===== src/rtl/invader_pkg.sv =====
// ============================================================================
// Module  : invader_pkg
// Brief   : Shared state encoding and default parameters for the march timer.
// Revision: 1.0
// ============================================================================
`default_nettype none

package invader_pkg;

  localparam int DEF_N_INV     = 50;
  localparam int DEF_DELAY_W   = 4;
  localparam int DEF_SHIFT     = 0;
  localparam int DEF_MIN_DELAY = 0;

  typedef enum logic [1:0] {
    ST_IDLE  = 2'd0,
    ST_RUN   = 2'd1,
    ST_PAUSE = 2'd2,
    ST_HALT  = 2'd3
  } march_state_e;

endpackage : invader_pkg

`default_nettype wire


===== src/rtl/invader_popcount.sv =====
// ============================================================================
// Module  : invader_popcount
// Brief   : Combinational population count of the invader alive mask.
// Revision: 1.0
// ============================================================================
`default_nettype none

module invader_popcount
  import invader_pkg::*;
#(
  parameter int  N_INV = DEF_N_INV,
  localparam int CNT_W = $clog2(N_INV + 1)
) (
  input  logic [N_INV-1:0] invader_on,
  output logic [CNT_W-1:0] count
);

  always_comb begin
    count = '0;
    for (int i = 0; i < N_INV; i++) begin
      count = count + CNT_W'(invader_on[i]);
    end
  end

endmodule : invader_popcount

`default_nettype wire


===== src/rtl/invader_march_timer.sv =====
// ============================================================================
// Module  : invader_march_timer
// Brief   : Formation step pacing; fewer survivors give a shorter frame delay.
// Revision: 1.0
// ============================================================================
`default_nettype none

module invader_march_timer
  import invader_pkg::*;
#(
  parameter int  N_INV     = DEF_N_INV,
  parameter int  DELAY_W   = DEF_DELAY_W,
  parameter int  SHIFT     = DEF_SHIFT,
  parameter int  MIN_DELAY = DEF_MIN_DELAY,
  localparam int CNT_W     = $clog2(N_INV + 1)
) (
  input  logic               Clk,
  input  logic               Reset,
  input  logic               frame_tick,
  input  logic               enable,
  input  logic [1:0]         level,
  input  logic [N_INV-1:0]   invader_on,
  output logic               step,
  output logic [CNT_W-1:0]   alive_count,
  output logic [DELAY_W-1:0] delay,
  output logic               all_dead,
  output logic [1:0]         state
);

  localparam int CW = (CNT_W > DELAY_W) ? CNT_W : DELAY_W;
  localparam int DMAX_INT = (1 << DELAY_W) - 1;
  localparam int MIN_CLAMP = (MIN_DELAY > DMAX_INT) ? DMAX_INT : MIN_DELAY;
  localparam logic [DELAY_W-1:0] C_DMAX = '1;
  localparam logic [DELAY_W-1:0] C_MIN  = DELAY_W'(MIN_CLAMP);

  logic [CNT_W-1:0]   pop_w;
  logic [CNT_W-1:0]   alive_count_q;
  logic               all_dead_w;

  logic [CW-1:0]      shifted_w;
  logic [DELAY_W-1:0] raw_w;
  logic [DELAY_W-1:0] lvl_w;
  logic [DELAY_W-1:0] diff_w;
  logic [DELAY_W-1:0] target_w;

  march_state_e       state_q, state_d;
  logic [DELAY_W-1:0] fcnt_q, fcnt_d;
  logic [DELAY_W-1:0] delay_q, delay_d;
  logic               step_q, step_d;

  invader_popcount #(
    .N_INV (N_INV)
  ) u_popcount (
    .invader_on (invader_on),
    .count      (pop_w)
  );

  // all_dead follows the registered count so it lines up with the FSM's view.
  assign all_dead_w = (alive_count_q == '0);

  always_comb begin
    shifted_w = CW'(alive_count_q) >> SHIFT;
    raw_w     = (shifted_w > CW'(C_DMAX)) ? C_DMAX : shifted_w[DELAY_W-1:0];
    lvl_w     = DELAY_W'(level);
    diff_w    = (raw_w > lvl_w) ? (raw_w - lvl_w) : '0;
    target_w  = (diff_w < C_MIN) ? C_MIN : diff_w;
  end

  always_comb begin
    state_d = state_q;
    fcnt_d  = fcnt_q;
    delay_d = delay_q;
    step_d  = 1'b0;
    case (state_q)
      ST_IDLE: begin
        if (!all_dead_w && enable) begin
          state_d = ST_RUN;
          fcnt_d  = '0;
          delay_d = target_w;
        end
      end
      ST_RUN: begin
        // Leaving RUN takes precedence, so a coincident frame_tick is dropped.
        if (all_dead_w) begin
          state_d = ST_HALT;
        end else if (!enable) begin
          state_d = ST_PAUSE;
        end else if (frame_tick) begin
          if (fcnt_q == delay_q) begin
            step_d  = 1'b1;
            fcnt_d  = '0;
            delay_d = target_w;
          end else begin
            fcnt_d = fcnt_q + DELAY_W'(1);
          end
        end
      end
      ST_PAUSE: begin
        if (all_dead_w) begin
          state_d = ST_HALT;
        end else if (enable) begin
          state_d = ST_RUN;
        end
      end
      ST_HALT: begin
        if (!all_dead_w) begin
          state_d = ST_IDLE;
          fcnt_d  = '0;
        end
      end
      default: begin
        state_d = ST_IDLE;
      end
    endcase
  end

  always_ff @(posedge Clk) begin
    if (Reset) begin
      alive_count_q <= '0;
      state_q       <= ST_IDLE;
      fcnt_q        <= '0;
      delay_q       <= '0;
      step_q        <= 1'b0;
    end else begin
      alive_count_q <= pop_w;
      state_q       <= state_d;
      fcnt_q        <= fcnt_d;
      delay_q       <= delay_d;
      step_q        <= step_d;
    end
  end

  assign step        = step_q;
  assign alive_count = alive_count_q;
  assign delay       = delay_q;
  assign all_dead    = all_dead_w;
  assign state       = state_q;

endmodule : invader_march_timer

`default_nettype wire


===== config.mk =====
export PLATFORM = sky130hd
export DESIGN_NAME = invader_march_timer
export DESIGN_NICKNAME = d
export VERILOG_FILES = /design/src/rtl/invader_pkg.sv /design/src/rtl/invader_popcount.sv /design/src/rtl/invader_march_timer.sv
export SDC_FILE = /design/constraint.sdc
export NUM_CORES = 1
export LEC_CHECK = 0
export ABC_AREA = 1
export CELL_PAD_IN_SITES_DETAIL_PLACEMENT = 1
export CELL_PAD_IN_SITES_GLOBAL_PLACEMENT = 1
export CORE_MARGIN = 3
export CORE_UTILIZATION = 38
export CTS_CLUSTER_DIAMETER = 120
export DETAILED_ROUTE_END_ITERATION = 10
export GPL_ROUTABILITY_DRIVEN = 0
export PLACE_DENSITY_LB_ADDON = 0.1
export SLEW_MARGIN = 0
export SYNTH_ARGS = -nofsm -noshare
export SYNTH_HDL_FRONTEND = slang
export SYNTH_HIERARCHICAL = 1
export SYNTH_SLANG_ARGS = --single-unit
export TNS_END_PERCENT = 10

===== constraint.sdc =====
create_clock -name Clk -period 15.65 [get_ports Clk]
set_clock_uncertainty 0.1 [all_clocks]
set_input_delay 3.13 -clock Clk [delete_from_list [all_inputs] [get_ports Clk]]
set_output_delay 3.13 -clock Clk [all_outputs]
set_load 0.05 [all_outputs]

---- Word level (Yosys, flattened, before mapping) ----
Index checks and enable logic that the tools add are counted.
word-level totals
  input port bits ......................... 56
  word-level logic and storage cells ...... 108
  register bits ........................... 17
  output and inout port bits .............. 14
operators by class
  bitwise gates (word level) .............. 3
  add/sub/neg operators ................... 51
  muxes and demuxes ....................... 24
  $lt $le $gt $ge ......................... 3
  reductions and logical operators ........ 10
  eq/ne operators ......................... 12
operators by type and width
  operator               count
  $add A6 B1 Y6          48
  $mux W4                14
  $mux W2                6
  $ne A2 B2 Y1 const B   6
  $pmux W4 S3            1
  $reduce_and A6 Y1      2
  $pmux W2 S4            1
  $pmux W4 S2            1
  $gt A6 B4 Y1 const B   1
  $logic_not A6 Y1       1
  $ne A3 B3 Y1 const B   2
  $reduce_or A5 Y1       1
  $add A4 B1 Y4 const B  1
  $eq A2 B2 Y1 const B   2
  $eq A4 B4 Y1           1
  $gt A4 B2 Y1           1
  $lt A4 B1 Y1 const B   1
  $reduce_and A4 Y1      1
  $sub A4 B2 Y4          1
  $not A1 Y1             3
  $reduce_bool A3 Y1     1
  $add A1 B1 Y2          1
  $eq A2 B1 Y1 const B   1
  $logic_not A2 Y1       1
  other kinds (4)        4

---- Longest topological paths before layout ----
Gate-level depths: netlist (run 1).
  word-level depth ........................ 49
  depth in mapped cells ................... 22
  mapped depth without buffers ............ 22

---- By module ----
Netlist (run 1), hierarchy kept.
modules (own cells, without submodules)
  module               instances  sequential area each (sq um)  cells an instance  area an instance (sq um)
  invader_popcount     1          0.0                           146                1316.3
  invader_march_timer  1          340.3                         173                1122.3

---- Worst setup path before layout (run 1) ----
No wires, ideal clock.
  path type ............................... input -> register
  from .................................... in invader_on[37]
  to ...................................... reg alive_count_q[4], in the netlist alive_count[4]
  stages on the path ...................... 21
  data required time ...................... 15.419 ns
  data arrival time ....................... 7.618 ns
  buffers on the path ..................... 0
  setup slack ............................. 7.801 ns
  library setup time ...................... 0.131 ns
  cells stage by stage .................... inv_1 > fa_1 > inv_1 > fa_1 > inv_1 > fa_1 > inv_1 > fa_1 > inv_1 > fa_1 > fa_1 > fa_1 > fa_1 > inv_1 > fa_1 > nand3_1 > nand2_1 > nand2_1 > nand2_1 > inv_1 > nor2_1
on the way
  longest elaborated chain between the ends .. 13
ends and longest elaborated chain
  element                       RTL line                    RTL
  from (decl)                   invader_march_timer.sv:22   input logic [N_INV-1:0] invader_on,
  $add A6 B1 Y6 (13 in series)  invader_popcount.sv:21      count = count + CNT_W'(invader_on[i]);
  via pop_w[4]                  invader_march_timer.sv:36   logic [CNT_W-1:0] pop_w;
  to (signal assigned)          invader_march_timer.sv:125  alive_count_q <= pop_w;
  to (decl)                     invader_march_timer.sv:37   logic [CNT_W-1:0] alive_count_q;
The timed path passes the listed nets, and every way through them passes these cells.
A chain may end at the register's enable or synchronous reset.

---- Final worst setup path (run 1) ----
Ends and elaborated chain as after synthesis.

==> flow_summary.json, run 1 <==
{
  "run_status": "finished, final reports clean",
  "cts_hold_buf": 0,
  "io_pins": 70,
  "cp-end-kind": "register",
  "reg2reg_depth": 10,
  "post_drt_wl_per_cell_um": 12.2,
  "finalHoldViolations": 0,
  "post-route-drc-count": 0,
  "path_clk_slew_ns": 0.07,
  "die_area_um2": 7410,
  "die_x_um": 86.1,
  "grt_setup_unrepaired": "no",
  "min_path_type": "register to register",
  "ys_seq_elements": 17,
  "cts-htree-levels": 1,
  "path_class": "input pin to register",
  "drt_iter0_drc": 66,
  "cts.sinks": 17,
  "initial_utilization": 0.402,
  "grt_pass1_wl_um": 9980,
  "dp_hpwl_um": 5310,
  "hold_depth": 2,
  "core_area_um2": 6060,
  "fin_nets": 507,
  "r2r_end": "delay[3]",
  "synth_top_area_frac": 0.345,
  "cts-resized-gates": 0,
  "grt_usage": 0.167,
  "placed_area_um2": 3220,
  "synth_cells": 319,
  "cpMostUsedCell": "fa_1",
  "insertion_delay_ns": 0.25,
  "grt-ovfl-total": 0,
  "vias": 2124,
  "cp_max_fo": 2,
  "area_growth_pct": 34.0,
  "io_buffer_count": 69,
  "yosysWarnings": 6,
  "hold_start": "delay[3]",
  "syn_nets": 434,
  "syn_area_um2": 2440,
  "critPathLaunchType": "input pin",
  "setup_viol": 0,
  "tns_ns": 0,
  "grt_max_degree": 14,
  "whs_ns": 0.438,
  "cts_buffer_depth": 2,
  "grt_pass1_vias": 2301,
  "cts_made_buffers": 3,
  "antenna_left": 0,
  "post-cts-setup-buffers": 0,
  "root_buffer": "clkbuf_8",
  "relSlewSlack": 0.598,
  "r2r_start": "alive_count[5]",
  "grt_antenna_before_repair": 0,
  "worstPathRequired_ns": 15.67,
  "antennaDiodeCount": 0,
  "firstDrtPassIters": 4,
  "die_y_um": 86.1,
  "finalCritPeriodShare": 0.530,
  "hold_path_end": "delay[3]",
  "drive_gt1_frac": 0.0665,
  "row_count": 28,
  "viasPerCell": 4.56,
  "tightest_slew_ns": 0.600,
  "maxSlewViolCount": 0,
  "netlist_top_cells_area": "fa_1 (34%), inv_1 (16%), dfxtp_1 (14%)",
  "drt_wl_total_um": 5690,
  "layout_min_cycle_time_ns": 8.29,
  "postLayoutCellArea_um2": 3270,
  "max_freq_mhz": 121,
  "crit_chain": "clkdlybuf4s50_1 -> inv_1 -> fa_1 -> inv_1 -> fa_1 -> inv_1 -> fa_1 -> inv_1 -> fa_1 -> inv_1 -> fa_1 -> fa_1 -> fa_1 -> fa_1 -> inv_1 -> fa_1 -> nand3_1 -> nand2_1 -> nand2_1 -> nand2_1 -> inv_1 -> nor2_1",
  "yosys.area.top_type": "fa_1",
  "crit_arrival_ns": 8.32,
  "cts_tree": "built",
  "max_cap_violations": 0,
  "seq_area_frac_synth": 0.140,
  "rrSetupSlack_ns": 13.66,
  "avgSynthCellArea_um2": 7.64,
  "yosys.cell_types.count": 21,
  "slowest_delay_ns": 0.54,
  "slowest_stage": "fa_1"
}
## cell usage after synthesis, drive strengths merged
master,number
dfxtp,17
nand2,61
xor2,3
nand3,19
nand3b,1
a21oi,15
or2,1
ha,17
o21ai,3
nor2,31
nor3,1
fa,42
inv,107
buf,1
## per-stage QoR
stage / util / cells / setup WS, ns
floorplan: - / 319 / 7.80
global placement: 0.531 / 462 / 7.18
detailed placement: 0.531 / 462 / 7.04
CTS: 0.539 / 466 / 7.31
global route: 0.539 / 466 / 7.15
finish: 0.539 / 466 / 7.36
## per-layer routing
| metal | vias to the layer above | track usage | part of all wire |
|---|---|---|---|
| met5 | - | 0 | 0 |
| met2 | 44 | 0.348 | 0.58 |
| met4 | 0 | 0.0216 | 0.0053 |
| met3 | 2 | 0.0211 | 0.040 |
| met1 | 1027 | 0.178 | 0.37 |
| li1 | 1051 | - | - |
## placed cells by master, fill, tap and decap left out, types with 5 or more instances in the layout
master           synthesis  routed
clkdlybuf4s50_1          0      69
ha_1                    17      17
nand2_1                 55      55
fa_1                    42      42
nand3_1                 17      17
a21oi_2                  5       5
nand2_2                  5       5
dfxtp_1                 17      17
a21oi_1                 10      10
inv_1                  105     105
nor2_1                  25      25
nor2_2                   6       6
## final cells by class
cell class | count | area, um2
clock buffers | 3 | 41.3
clock inverters | 1 | 7.51
fillers | 776 | 2790
inverters | 107 | 402
multi-input cells | 194 | 1690
flip-flops and latches | 17 | 340
well taps | 75 | 93.8
repair buffers | 69 | 691
## registers in the layout, summed over array words and instances, names as in the netlist
signal and cells:
alive_count 6, delay 4, fcnt_q 4, state 2, step 1
## kinds of logic after synthesis
kind of cell / after synthesis / synth area share
xor+xnor: 3 / 0.0108
fa+ha+maj: 59 / 0.432
simple gates: 114 / 0.207
flops: 17 / 0.140
compound gates: 18 / 0.0446
buf+inv: 108 / 0.166
## worst max path at each step
stage                           endpoint  slack (ns)            from  cells past startpoint
after floorplan           alive_count[4]        7.80  invader_on[37]                     21
after global placement    alive_count[4]        7.18  invader_on[37]                     22
after detailed placement  alive_count[4]        7.04  invader_on[37]                     22
after CTS                 alive_count[4]        7.31  invader_on[37]                     22
after global routing      alive_count[4]        7.15  invader_on[37]                     22
final                     alive_count[4]        7.36  invader_on[37]                     22
## critical path, delay by kind of cell
kind / cells / cell delay [ns]
fa+ha+maj: 9 / 4.06
buf+inv: 8 / 0.81
simple gates: 5 / 0.33
Power of run 1 is not shown: default switching activity piles up to over one toggle a cycle in this logic, so the estimate is an artifact.
==> run 2, diff against run 1 <==
--- a/config.mk
+++ b/config.mk
@@ -9,7 +9,7 @@
 export CELL_PAD_IN_SITES_DETAIL_PLACEMENT = 1
 export CELL_PAD_IN_SITES_GLOBAL_PLACEMENT = 1
 export CORE_MARGIN = 3
-export CORE_UTILIZATION = 38
+export CORE_UTILIZATION = 31
 export CTS_CLUSTER_DIAMETER = 120
 export DETAILED_ROUTE_END_ITERATION = 10
 export GPL_ROUTABILITY_DRIVEN = 0
==> constraint.sdc (replaced) <==
create_clock -name Clk -period 7.31 [get_ports Clk]
set_clock_uncertainty 0.1 [all_clocks]
set_input_delay 1.462 -clock Clk [delete_from_list [all_inputs] [get_ports Clk]]
set_output_delay 1.462 -clock Clk [all_outputs]
set_load 0.05 [all_outputs]
==> run 2 against run 1 <==
Sequential share of layout area decreased by 0.083 points. Utilization fell by 9.7 points. Design area grew 0.80%. Die area is 21% higher. Via count decreased by 3.4%. Critical path depth is the same. Global-route usage decreased by 3.6 points. Routed wire length down 4.5%. Worst hold slack got worse by 0.0041 ns.
==> flow_summary.json, run 2 (synthesis results as in run 1) <==
{
  "area_growth_pct": 35.1,
  "cts_made_buffers": 3,
  "cts_tree": "built",
  "run_status": "finished, final reports clean",
  "critPathLaunchType": "input pin",
  "final_cell_mix": "inv_1 (105), clkdlybuf4s50_1 (69), nand2_1 (55)",
  "cts-htree-levels": 1,
  "tns_ns": 0,
  "largest_register_ffs": 6,
  "finalCritPeriodShare": 0.902,
  "seq_area_um2": 340,
  "worstPathRequired_ns": 7.32,
  "path_clk_slew_ns": 0.07,
  "r2r_start": "alive_count[5]",
  "maxSlewViolCount": 0,
  "viasPerCell": 4.19,
  "startpoint": "invader_on[37]",
  "grt_antenna_before_repair": 0,
  "path_class": "input pin to register",
  "grt_pass1_wl_um": 9360,
  "layout_min_cycle_time_ns": 6.60,
  "crit_arrival_ns": 6.61,
  "cts_hold_buf": 0,
  "cp_max_fo": 2,
  "row_count": 31,
  "multi_input_area_um2": 1690,
  "cts_buffer_depth": 2,
  "grt_usage": 0.131,
  "core_area_um2": 7450,
  "relSlewSlack": 0.573,
  "min_path_type": "register to register",
  "antennaDiodeCount": 0,
  "initial_utilization": 0.327,
  "drt_wl_total_um": 5430,
  "antenna_left": 0,
  "io_pins": 70,
  "grt_max_degree": 14,
  "max_cap_violations": 0,
  "grt_setup_unrepaired": "no",
  "drive_gt1_frac": 0.0639,
  "drt_iter0_drc": 40,
  "dp_hpwl_um": 5070,
  "grt_pass1_vias": 2227,
  "rrSetupSlack_ns": 5.33,
  "die_x_um": 94.7,
  "tightest_slew_ns": 0.638,
  "setup_viol": 0,
  "die_area_um2": 8970,
  "insertion_delay_ns": 0.25,
  "grt-ovfl-total": 0,
  "post-cts-setup-buffers": 0,
  "post-route-drc-count": 0,
  "vias": 2052,
  "fillers": 941,
  "hold_start": "fcnt_q[1]",
  "post_drt_wl_per_cell_um": 11.1,
  "fin_nets": 507,
  "cts-resized-gates": 0,
  "cts.sinks": 17,
  "cp-end-kind": "register",
  "finalHoldViolations": 0,
  "max_freq_mhz": 152,
  "root_buffer": "clkbuf_8",
  "io_buffer_count": 69,
  "final_common_cell": "inv_1",
  "die_y_um": 94.7,
  "firstDrtPassIters": 4
}
run 2: final timing paths:
kind	endpoint	depth (start not counted)
worst max-delay path	alive_count[4]	22
worst min-delay path	fcnt_q[1]	2
worst max register to register	delay[3]	10
worst min register to register	fcnt_q[1]	2
run 2: layer usage:
metal | wire length (um) | GRT usage
met5 | 0 | 0
met1 | 2150 | 0.149
met3 | 269 | 0.0207
met2 | 2980 | 0.255
met4 | 29 | 0.0288
run 2: final cells by class:
cell class                 instances  share of cell area
sequential                        17               0.103
multi-input combinational        194               0.514
tap                               99              0.0376
timing repair buffer              69               0.210
clock buffer                       4              0.0137
inverter                         107               0.122
run 2: stage by stage:
stage          cell area (um2)  std cells  utilization  hold WS, ns  setup WS [ns]
2_1_floorplan             2440        319            -        0.387           1.13
3_3_place_gp              3250        486        0.436        0.420          0.485
3_5_place_dp              3250        486        0.436        0.430          0.399
4_1_cts                   3290        490        0.442        0.440          0.657
5_1_grt                   3290        490        0.442        0.476          0.451
6_report                  3290        490        0.442        0.434          0.713
run 2: worst max-delay path: stages:
cell and delay [ns]:
clkdlybuf4s50_1 0.45, inv_1 0.06, fa_1 0.54, inv_1 0.05, fa_1 0.50, inv_1 0.05
fa_1 0.48, inv_1 0.05, fa_1 0.47, inv_1 0.05, fa_1 0.49, fa_1 0.49
fa_1 0.51, fa_1 0.16, inv_1 0.06, fa_1 0.40, nand3_1 0.12, nand2_1 0.06
nand2_1 0.06, nand2_1 0.04, inv_1 0.05, nor2_1 0.03
Power of run 2 is left out for the same reason.
